`config.mk`:
```
export PLATFORM = sky130hd
export DESIGN_NAME = i2s_sine_synth
export DESIGN_NICKNAME = d
export VERILOG_FILES = /design/src/rtl/synth_pkg.sv /design/src/rtl/sine_lut.sv /design/src/rtl/i2s_sine_synth.sv
export SDC_FILE = /design/constraint.sdc
export NUM_CORES = 1
export LEC_CHECK = 0
export CAP_MARGIN = 20
export CORE_MARGIN = 2
export CORE_UTILIZATION = 40
export DETAILED_ROUTE_END_ITERATION = 12
export GPL_TIMING_DRIVEN = 0
export SYNTH_ARGS = -nofsm -noshare
export SYNTH_HDL_FRONTEND = slang
export SYNTH_SLANG_ARGS = --single-unit
```
`constraint.sdc`:
```
create_clock -name clk -period 6 [get_ports clk]
set_input_delay 1.2 -clock clk [delete_from_list [all_inputs] [get_ports clk]]
set_output_delay 1.2 -clock clk [all_outputs]
set_load 0.02 [all_outputs]
```
`src/rtl/synth_pkg.sv`:
```
// Shared constants and types for the I2S sine tone synthesiser.
//   DIV_W      : width of the free-running frame divider (2048 clk per frame)
//   *_BIT      : divider bits that become the DAC clocks
//   SLOT_DELAY : I2S one-bit delay after the word-select edge
//   DATA_BITS  : MSB-justified word length sent per channel
package synth_pkg;

  localparam int DIV_W      = 11;
  localparam int MCLK_BIT   = 1;
  localparam int SCK_BIT    = 4;
  localparam int LRCK_BIT   = 10;
  localparam int SLOT_DELAY = 0;
  localparam int DATA_BITS  = 24;
  localparam int SAMPLE_W   = 8;

  typedef logic signed [SAMPLE_W-1:0] sample_t;

endpackage

```
`src/rtl/sine_lut.sv`:
```
// 256-entry sine ROM: o_sample = round(127*sin(2*pi*i_phase/256)), two's
// complement. Only the first quarter wave (0..64) is stored; the other three
// quarters come from mirror and sign symmetry, which is exact because the
// rounding is symmetric about zero.
//   i_phase  : 8-bit phase index
//   o_sample : signed 8-bit sample (combinational)
module sine_lut
  import synth_pkg::*;
(
  input  logic [7:0] i_phase,
  output sample_t    o_sample
);

  localparam logic [6:0] QTR [0:64] = '{
    7'd0,   7'd3,   7'd6,   7'd9,   7'd12,  7'd16,  7'd19,  7'd22,
    7'd25,  7'd28,  7'd31,  7'd34,  7'd37,  7'd40,  7'd43,  7'd46,
    7'd49,  7'd51,  7'd54,  7'd57,  7'd60,  7'd63,  7'd65,  7'd68,
    7'd71,  7'd73,  7'd76,  7'd78,  7'd81,  7'd83,  7'd85,  7'd88,
    7'd90,  7'd92,  7'd94,  7'd96,  7'd98,  7'd100, 7'd102, 7'd104,
    7'd106, 7'd107, 7'd109, 7'd111, 7'd112, 7'd113, 7'd115, 7'd116,
    7'd117, 7'd118, 7'd120, 7'd121, 7'd122, 7'd122, 7'd123, 7'd124,
    7'd125, 7'd125, 7'd126, 7'd126, 7'd126, 7'd127, 7'd127, 7'd127,
    7'd127
  };

  logic [6:0] w_idx;
  logic [6:0] w_mag;
  logic [7:0] w_tmp;

  always_comb begin
    // Position within the half wave; 65..127 mirror back onto 63..1.
    w_tmp = 8'd128 - {1'b0, i_phase[6:0]};
    if (i_phase[6] && (i_phase[5:0] != 6'd0)) w_idx = w_tmp[6:0];
    else                                      w_idx = i_phase[6:0];
    w_mag = QTR[w_idx];
    // Second half wave is the negated first half.
    if (i_phase[7]) o_sample = sample_t'(8'd0 - {1'b0, w_mag});
    else            o_sample = sample_t'({1'b0, w_mag});
  end

endmodule

```
`src/rtl/i2s_sine_synth.sv`:
```
// Sine tone synthesiser driving a CS4344-class I2S DAC.
// One 11-bit divider produces every clock; the phase accumulator steps once
// per 2048-clk frame and the sine sample is shifted out MSB first with the
// I2S one-bit delay, identical on both channels.
//   clk         : 100 MHz system clock
//   rst         : async active-low reset
//   mclk/sck/lrck : DAC clocks (clk/4, clk/32, clk/2048)
//   sdout       : serial data, changes on sck falling edges
//   phase, s, led : debug view of accumulator and current sample
//   sample_tick : one-clk pulse while the divider sits at its last count
module i2s_sine_synth
  import synth_pkg::*;
#(
  parameter logic [7:0] PHASE_INC = 8'd1
) (
  input  logic       clk,
  input  logic       rst,
  output logic [7:0] led,
  output logic       mclk,
  output logic       lrck,
  output logic       sck,
  output logic       sdout,
  output logic [7:0] phase,
  output logic [7:0] s,
  output logic       sample_tick
);

  localparam logic [DIV_W-1:0] DIV_PRE_END = {{(DIV_W-1){1'b1}}, 1'b0};
  localparam logic [4:0]       FIRST_SLOT  = 5'(SLOT_DELAY + 1);
  localparam logic [4:0]       LAST_SLOT   = 5'(SLOT_DELAY + DATA_BITS);

  logic [DIV_W-1:0]     r_div;
  logic [7:0]           r_phase;
  logic                 r_sdout;
  logic                 r_tick;

  sample_t              w_s;
  logic                 w_frame_end;
  logic                 w_slot_end;
  logic [4:0]           w_next_slot;
  logic [4:0]           w_bidx;
  logic [DATA_BITS-1:0] w_word;
  logic                 w_bit;

  sine_lut u_lut (
    .i_phase  (r_phase),
    .o_sample (w_s)
  );

  assign w_frame_end = &r_div;
  assign w_slot_end  = &r_div[SCK_BIT:0];
  assign w_word      = {w_s, {(DATA_BITS-SAMPLE_W){1'b0}}};

  // Lookahead: at the end of each sck period pick the bit for the slot that
  // starts next, so sdout is a plain flop aligned with the sck falling edge.
  // The phase update lands on the same edge as slot 0, whose bit is always
  // zero, so the new sample is already settled when slot 1 is loaded.
  always_comb begin
    w_next_slot = r_div[LRCK_BIT-1:SCK_BIT+1] + 5'd1;
    w_bidx      = 5'(DATA_BITS) - (w_next_slot - 5'(SLOT_DELAY));
    w_bit       = 1'b0;
    if (w_next_slot >= FIRST_SLOT && w_next_slot <= LAST_SLOT)
      w_bit = w_word[w_bidx];
  end

  always_ff @(posedge clk or negedge rst) begin
    if (!rst) begin
      r_div   <= '0;
      r_phase <= '0;
      r_sdout <= 1'b0;
      r_tick  <= 1'b0;
    end else begin
      r_div  <= r_div + 1'b1;
      r_tick <= (r_div == DIV_PRE_END);
      if (w_frame_end) r_phase <= r_phase + PHASE_INC;
      if (w_slot_end)  r_sdout <= w_bit;
    end
  end

  assign mclk        = r_div[MCLK_BIT];
  assign sck         = r_div[SCK_BIT];
  assign lrck        = r_div[LRCK_BIT];
  assign sdout       = r_sdout;
  assign sample_tick = r_tick;
  assign phase       = r_phase;
  assign s           = w_s;
  assign led         = w_s;

endmodule

```
Word-level counts from Yosys, hierarchy flattened:

Memories as Yosys holds them, arrays and structs flattened.
Cells that the tools add are included.

* muxes and demuxes: 7
* div/mod/pow operators: 0
* reductions and logical operators: 5
* $add $sub $neg: 6
* bitwise operators: 1
* equality and inequality tests: 1
* multipliers: 0
* order comparisons: 4
* shift-type cells: 0

Operators by type and width (count)
* $mux 7: 3
* $add 11x1->11 const B: 1
* $eq 11x11->1 const B: 1
* $reduce_and 11->1: 1
* $add 8x1->8 const B: 1
* $ge 8x8->1 const B: 1
* $mux 8: 1
* $not 7->8: 1
* $sub 1x7->8 const A: 1
* $sub 1x7->7 const A: 1
* $lt 5x6->1 const B: 1
* $reduce_bool 6->1: 1
* $add 5x1->5 const B: 1
* $bmux 1 s5: 1
* $ge 5x1->1 const B: 1
* $le 5x5->1 const B: 1
* $reduce_and 5->1: 1
* $sub 5x5->5 const A: 1
* $logic_and 1x1->1: 2
* $mux 1: 2

* output and inout bits: 29
* logic and storage cells: 29
* memories kept: 1
* latch bits: 0
* bits of input ports: 2
* bits in registers: 21
* memory bits (writable): 0
* memory bits (read-only): 896

Memories
* (no name shown): words 128, bits a word 7, rd ports 1, clocked after memory_dff 0, wr ports 0, RTL line sine_lut.sv:35 `w_mag = QTR[w_idx];`

Depth between registers and ports, before layout:

Gate-level depths: netlist (run 1).

* depth after elaboration: 12
* gate-level depth with buffers: 21

Modules after synthesis:

Synthesis (run 1) repeated with hierarchy kept, for this count alone.

* cells, all modules: 324
* area total of the unflattened synthesis: 2741.4 µm²

Modules (own cells, without submodules)
* sine_lut: area an instance 1521.5 µm², cells an instance 210, times used 1
* i2s_sine_synth: area an instance 1219.9 µm², cells an instance 114, times used 1

Worst setup path after synthesis (run 1):

Ideal clock, no wire load.

* path type: register to output
* from: register r_phase[0], in the netlist phase[0]
* to: output s[5]
* path buffers: 5
* path slack: 0.099 ns
* data arrival time: 4.701 ns
* cell stages (with the launch flop): 20
* cells stage by stage: dfrtp_1 > clkbuf_1 > inv_1 > ha_1 > buf_6 > or4b_1 > buf_6 > o21a_1 > buf_6 > o22ai_1 > ha_1 > inv_1 > a2111oi_0 > a311o_1 > a32o_1 > a21boi_0 > nand4b_1 > nand2_1 > xnor2_1 > buf_4

* cells in the longest elaborated chain, start to end: 9
* elaborated cells between the ends (all ways): 10
* classes of those cells: add/sub (2); mux (4); bitwise (1); reduce/logical (2); memory (1)

Ends and longest elaborated chain
* start: declaration: RTL line i2s_sine_synth.sv:33 `logic [7:0] r_phase;`
* start signal: assignment: RTL line i2s_sine_synth.sv:75 `if (w_frame_end) r_phase <= r_phase + PHASE_INC;`
* parallel branches: the longest is 2 deep, another holds $sub 1x7->7
* $mux 7 (*): RTL line sine_lut.sv:33 `if (i_phase[6] && (i_phase[5:0] != 6'd0)) w_idx = w_tmp[6:0];`
* $not 7->8 (not written as such) (*): RTL line sine_lut.sv:35
* $mem_v2 128x7 (*)
* $mux 7 (not written as such) (*) (2 in a row): RTL line sine_lut.sv:35
* $sub 1x7->8: RTL line sine_lut.sv:37 `if (i_phase[7]) o_sample = sample_t'(8'd0 - {1'b0, w_mag});`
* $mux 8 (*): RTL line sine_lut.sv:37
* end: declaration: RTL line i2s_sine_synth.sv:24 `output logic [7:0] s,`

Every way passes the cells marked *. The select of a mux whose other input is x is not followed.

Final worst setup path (run 1):

* from: register r_phase[1], in the netlist phase[1]
* to: output led[5]

* cells in the longest elaborated chain, start to end: 9
* elaborated cells between the ends (all ways): 10
* classes of those cells: add/sub (2); mux (4); bitwise (1); reduce/logical (2); memory (1)

Ends and longest elaborated chain
* parallel branches: the longest is 2 deep, another holds $sub 1x7->7
* $mux 7 (*): RTL line sine_lut.sv:33
* $not 7->8 (not written as such) (*): RTL line sine_lut.sv:35
* $mem_v2 128x7 (*)
* $mux 7 (not written as such) (*) (2 in a row): RTL line sine_lut.sv:35
* $sub 1x7->8: RTL line sine_lut.sv:37
* $mux 8 (*): RTL line sine_lut.sv:37
* end: declaration: RTL line i2s_sine_synth.sv:18 `output logic [7:0] led,`

Marked as above.

==> impl_metrics.json, run 1 <==
{
  "outcome": "finished clean",
  "drt_pass1_iterations": 5,
  "die_area_mm2": 0.007289,
  "synth_top_family_by_area": "compound AO/OA/AOI/OAI gates",
  "cts_tree": "yes",
  "initial_core_util_pct": 41.48,
  "wl_per_cell_um": 17.31,
  "fin_nets": 398,
  "peakVddDrop_mv": 0.1592,
  "synthMuxAreaShare_pct": 3.448,
  "clk_pin_slew_ps": 70,
  "ys_ff_latch": 21,
  "end_kind": "primary output",
  "clk_latency_ps": 250,
  "synth_area_mm2": 0.002649,
  "synth_edf_count": 0,
  "drt_wl_total_um": 7927,
  "ys_types": 71,
  "cts.sinks": 21,
  "rrSetupSlack_ps": 1230,
  "dpl.hpwl_um": 5886,
  "ys_seq_area_share_pct": 19.84,
  "max-slew-margin-rel_pct": 39.57,
  "met1_length_um": 3668,
  "ant_nets": 0,
  "finClkSkew_ps": 3.515,
  "synth.area.top_cells": "dfrtp_1 20%, ha_1 6.6%, xnor2_1 6.3%, nor2_1 4.0%, nand2_1 3.3%",
  "yosys.area_share.simple_pct": 24.70,
  "cts_buffer_depth": 2,
  "maxCapViolCount": 0,
  "worstSetupPathType": "register to primary output",
  "grt_antenna_before_repair": 0,
  "preCtsSetupSlack_ps": -1330,
  "numCtsBuffers": 3,
  "wl_met2_um": 3715,
  "final_common_cell": "nor2_1",
  "fin_ws_ps": 153.8,
  "routabilityCongestion": 0.9050,
  "top_layer": "met4",
  "met3WireLength_um": 463,
  "coreArea_mm2": 0.006386,
  "period_share_pct": 97.44,
  "grt_max_degree": 22,
  "numPortBuffers": 30,
  "cts_max_level": 1,
  "initialDrtViolationCount": 311,
  "mostFrequentLayoutCells": "27 x nor2_1, 23 x nand2_1, 19 x dfrtp_1",
  "grt_pass1_vias": 2593,
  "grt_first_pass_wirelength_um": 12880,
  "max_freq_mhz": 171.1,
  "grt-ovfl-total": 0,
  "final-max-slew-violation-count": 0,
  "drive_above_1_share_pct": 16.80,
  "worstMarginPinSlew_ps": 900.0,
  "hp-class": "register to register",
  "synth-adder-area-share_pct": 6.613,
  "yosys_warnings": 0,
  "path_max_fanout": 10,
  "hold_viol_final": 0,
  "die-width_um": 85.38,
  "netlist_instances": 340,
  "worstPathCellList": "inv_4 > ha_1 > buf_6 > or4b_1 > buf_6 > o21a_1 > buf_6 > o22ai_4 > ha_4 > inv_1 > a2111oi_2 > a311o_1 > a32o_2 > a21boi_2 > nand4b_1 > buf_4 > nand2_1 > xnor2_2 > clkdlybuf4s15_2",
  "areaGrowthSynthToFinish_pct": 22.58,
  "vias_per_cell": 6.181,
  "timing.critical_path.mode_cell": "buf_6",
  "power_density_mw_per_mm2": 71.29,
  "synth_top_cell_by_area": "dfrtp_1",
  "ios": 31,
  "rows": 29,
  "async_flop_share_pct": 100.0,
  "fillers": 632,
  "synth_xor_area_share_pct": 7.936,
  "start_kind": "register",
  "cts_root_buf": "clkbuf_8",
  "antenna_cells": 0,
  "p_leak_nw": 1.413,
  "worstPathArrival_ps": 4650,
  "num_vias": 2831,
  "fp.dieH_um": 85.38,
  "syn_avg_cell_area_um2": 7.791,
  "grt_usage_pct": 21.49,
  "synth_ff_type": "dfrtp_1",
  "drc": 0,
  "setup_viol": 0,
  "syn_nets": 356,
  "critPathMaxStageDelay_ps": 490,
  "slowest_stage": "dfrtp_2",
  "utilization_pct": 50.84,
  "netlist.area_leader.share_pct": 19.84,
  "fin_crit_ps": 5846,
  "worstPathRequired_ps": 4800,
  "synth_compound_area_share_pct": 28.25
}
[kinds of logic after synthesis]
| group | count (synthesis) |
|---|---|
| and+or+nand+nor | 125 |
| buffers and inverters | 48 |
| AOI/OAI and AO/OA | 99 |
| xor gates and xnor gates | 24 |
| DFF | 21 |
| muxes | 9 |
| adders and majority gates | 14 |
[Yosys cell counts (6+ instances only)]
| cell type | instances |
|---|---|
| a211o_1 | 6 |
| nor2_1 | 28 |
| nor3_1 | 16 |
| clkbuf_1 | 14 |
| nand2b_1 | 9 |
| o21ai_0 | 16 |
| nor2b_1 | 6 |
| xnor2_1 | 19 |
| a211oi_1 | 7 |
| dfrtp_1 | 21 |
| o211ai_1 | 10 |
| inv_1 | 16 |
| nand2_1 | 23 |
| buf_4 | 8 |
| nand3_1 | 11 |
| nand4_1 | 6 |
| ha_1 | 14 |
| nor4_1 | 7 |
| mux2i_1 | 8 |
| a21oi_1 | 10 |
| a31oi_1 | 6 |
[sequential cells by signal (all words and copies together) (netlist names)]
| register | flops |
|---|---|
| r_div | 11 |
| phase | 8 |
| sample_tick | 1 |
| sdout | 1 |
[final cells by class]
cell class              count  area [um2]  share of cell area [%]
plain buffers              30       180.2                   5.549
clock buffers               4       45.04                   1.387
inverters                  16       65.06                   2.004
multi-input cells         271        1984                   61.12
flip-flops and latches     21       528.0                   16.26
well taps                  77       96.34                   2.967
repair buffers             39       347.8                   10.71
[path summary, 6_finish.rpt]
check / endpoint / from / depth (start not counted)
max: led[5] / phase[1] / 19
min: r_div[3] / r_div[3] / 1
max reg2reg: sdout / phase[1] / 20
min reg2reg: r_div[3] / r_div[3] / 1
max in group asynchronous: phase[0] / rst / 1
min in group asynchronous: r_div[10] / rst / 1
[report_power, final]
group | leakage (nW) | internal, mW | total, mW | switching (mW)
Combinational | 1.11 | 0.000571 | 0.00311 | 0.00253
Clock | 0.0228 | 0.0470 | 0.0869 | 0.0398
Sequential | 0.276 | 0.141 | 0.141 | 0
Total | 1.41 | 0.189 | 0.231 | 0.0424
[worst max-delay path: cells and delay by family (launching register included)]
family | cells | cell delay [ps]
fa+ha+maj | 2 | 400
buf+inv | 7 | 1140
xor+xnor | 1 | 130
flops | 1 | 490
compound gates | 6 | 1480
simple gates | 3 | 730
[stage by stage]
step,cell area [um2],setup TNS (ps),power (mW),hold WS [ps],cells
after floorplan,2649,0,0.1443,459.4,340
after global placement,3045,-15700,0.1476,478.4,447
after detailed placement,3045,-14910,0.1476,482.9,447
after CTS,3169,0,0.2365,495.4,453
after global routing,3247,-32.69,0.2417,516.8,458
final,3247,0,0.2315,494.0,458
[metal layers]
layer  global-route usage, %  up-vias
met5                       0        -
met4                   5.628        0
met3                   1.167        9
met2                   35.09      115
met1                   30.93     1358
li1                        -     1349
[repair_timing]
item	in CTS	in global routing
pin swaps	6	9
gates resized for setup	43	16
hold buffers	0	0
endpoints found under the setup margin	17	14
hold endpoints to repair	0	0
setup buffers	3	6
Power figures use the tool's default switching activity.
==> run 2: changes to the inputs <==
--- a/config.mk
+++ b/config.mk
@@ -8,8 +8,10 @@
 export CAP_MARGIN = 20
 export CORE_MARGIN = 2
 export CORE_UTILIZATION = 40
+export CTS_CLUSTER_DIAMETER = 30
 export DETAILED_ROUTE_END_ITERATION = 12
 export GPL_TIMING_DRIVEN = 0
+export HOLD_SLACK_MARGIN = 0.03
 export SYNTH_ARGS = -nofsm -noshare
 export SYNTH_HDL_FRONTEND = slang
 export SYNTH_SLANG_ARGS = --single-unit
==> results of run 2 <==
No change in the layout: final DEF, timing and power equal those of run 1.
==> run 3: changes to the inputs <==
--- a/config.mk
+++ b/config.mk
@@ -12,6 +12,7 @@
 export DETAILED_ROUTE_END_ITERATION = 12
 export GPL_TIMING_DRIVEN = 0
 export HOLD_SLACK_MARGIN = 0.03
+export SLEW_MARGIN = 0
 export SYNTH_ARGS = -nofsm -noshare
 export SYNTH_HDL_FRONTEND = slang
 export SYNTH_SLANG_ARGS = --single-unit
==> constraint.sdc (replaced) <==
create_clock -name clk -period 6 [get_ports clk]
set_input_delay 0.9 -clock clk [delete_from_list [all_inputs] [get_ports clk]]
set_output_delay 0.9 -clock clk [all_outputs]
set_load 0.02 [all_outputs]
==> impl_metrics.json, run 3 (synthesis gave the netlist of run 1 again) <==
{
  "die_area_mm2": 0.007289,
  "end_kind": "primary output",
  "grt_pass1_vias": 2566,
  "hp-class": "register to register",
  "drt_pass1_iterations": 5,
  "fin_nets": 394,
  "fp.dieH_um": 85.38,
  "worstPathRequired_ps": 5100,
  "numCtsBuffers": 3,
  "grt_usage_pct": 21.49,
  "initialDrtViolationCount": 338,
  "grt_antenna_before_repair": 0,
  "routabilityCongestion": 0.9050,
  "max-slew-margin-rel_pct": 39.08,
  "dpl.hpwl_um": 5886,
  "antenna_cells": 0,
  "setup_viol": 0,
  "grt_max_degree": 22,
  "die-width_um": 85.38,
  "worstMarginPinSlew_ps": 907.2,
  "max_freq_mhz": 172.3,
  "worstSetupPathType": "register to primary output",
  "p_leak_nw": 1.399,
  "start_kind": "register",
  "coreArea_mm2": 0.006386,
  "cts_max_level": 1,
  "grt_first_pass_wirelength_um": 12880,
  "stdcell_count": 454,
  "dp.cells": 447,
  "num_vias": 2834,
  "largest_reg_flops": 11,
  "fin_ws_ps": 194.6,
  "final-max-slew-violation-count": 0,
  "rows": 29,
  "power_density_mw_per_mm2": 72.58,
  "path_max_fanout": 10,
  "clk_pin_slew_ps": 70,
  "grt-ovfl-total": 0,
  "fin_crit_ps": 5805,
  "areaGrowthSynthToFinish_pct": 20.26,
  "finClkSkew_ps": 2.956,
  "drc": 0,
  "vias_per_cell": 6.242,
  "regMostFlops": "r_div",
  "cts.sinks": 21,
  "ant_nets": 0,
  "worstPathArrival_ps": 4910,
  "ios": 31,
  "drt_wl_total_um": 7858,
  "hold_viol_final": 0,
  "clk_latency_ps": 250,
  "outcome": "finished clean",
  "fillers": 635,
  "cts_buffer_depth": 2,
  "preCtsSetupSlack_ps": -1030,
  "numPortBuffers": 30,
  "drive_above_1_share_pct": 13.79,
  "peakVddDrop_mv": 0.1583,
  "final_common_cell": "nor2_1",
  "period_share_pct": 96.76,
  "maxCapViolCount": 0,
  "wl_per_cell_um": 17.31,
  "p_total_mw": 0.2312,
  "mostFrequentLayoutCells": "27 x nor2_1, 23 x nand2_1, 19 x xnor2_1, 19 x dfrtp_1, 17 x clkdlybuf4s50_1",
  "initial_core_util_pct": 41.48,
  "cts_root_buf": "clkbuf_8",
  "cts_tree": "yes"
}
==> run 3: per-layer routing <==
metal  share of wire (%)  wire length, um  GRT usage, %
met3                 5.7              445         1.459
met2                  47             3665         35.65
met1                  46             3576         30.63
met5                   0                0             0
met4                 2.2              170         4.762
==> run 3: layout make-up <==
class                      instances  area, um2  area share [%]
multi-input combinational        271       1947           61.12
sequential                        21      528.0           16.57
timing repair buffer              34      321.6           10.09
buffer                            31      187.7           5.892
tap                               77      96.34           3.024
inverter                          16      60.06           1.885
clock buffer                       4      45.04           1.414
==> run 3: critical path, stage by stage (launching register included) <==
cell,delay [ps]
dfrtp_2,470
clkbuf_4,230
inv_2,120
ha_1,170
buf_6,140
or4b_1,450
buf_6,160
o21a_1,180
buf_6,140
o22ai_4,270
ha_2,260
mux2i_1,70
a21oi_1,160
o32ai_1,120
a211o_1,320
a32o_2,270
ha_1,280
nor2_1,40
a21oi_2,150
clkdlybuf4s50_1,620
==> run 3: per-stage QoR <==
stage	hold WS, ps	cell area, um2	utilization, %	setup TNS, ps
after detailed placement	482.9	3045	47.69	-10200
after floorplan	459.4	2649	-	0
final	494.0	3186	49.88	0
after global routing	516.8	3186	49.88	-40.45
after global placement	478.4	3045	47.69	-10950
after CTS	495.4	3147	49.28	0
==> run 3: repair_timing <==
item | in CTS | in global routing
hold buffers | 0 | 0
pin swaps | 5 | 4
setup buffers | 1 | 3
setup endpoints to repair | 17 | 14
gates resized for setup | 30 | 10
==> run 3: path summary, 6_finish.rpt <==
kind / startpoint / end / slack [ps] / cells past startpoint
min in group asynchronous: rst / r_div[10] / 1160 / 1
max in group asynchronous: rst / phase[0] / 4240 / 1
min: r_div[3] / r_div[3] / 490 / 1
max: phase[0] / led[1] / 190 / 19
min reg2reg: r_div[3] / r_div[3] / 490 / 1
max reg2reg: phase[0] / sdout / 1030 / 22
==> run 3: power by group <==
group | total (mW) | switching, mW | internal (mW)
Clock | 0.0866 | 0.0396 | 0.0470
Combinational | 0.00311 | 0.00253 | 0.000571
Sequential | 0.141 | 0 | 0.141
Total | 0.231 | 0.0421 | 0.189
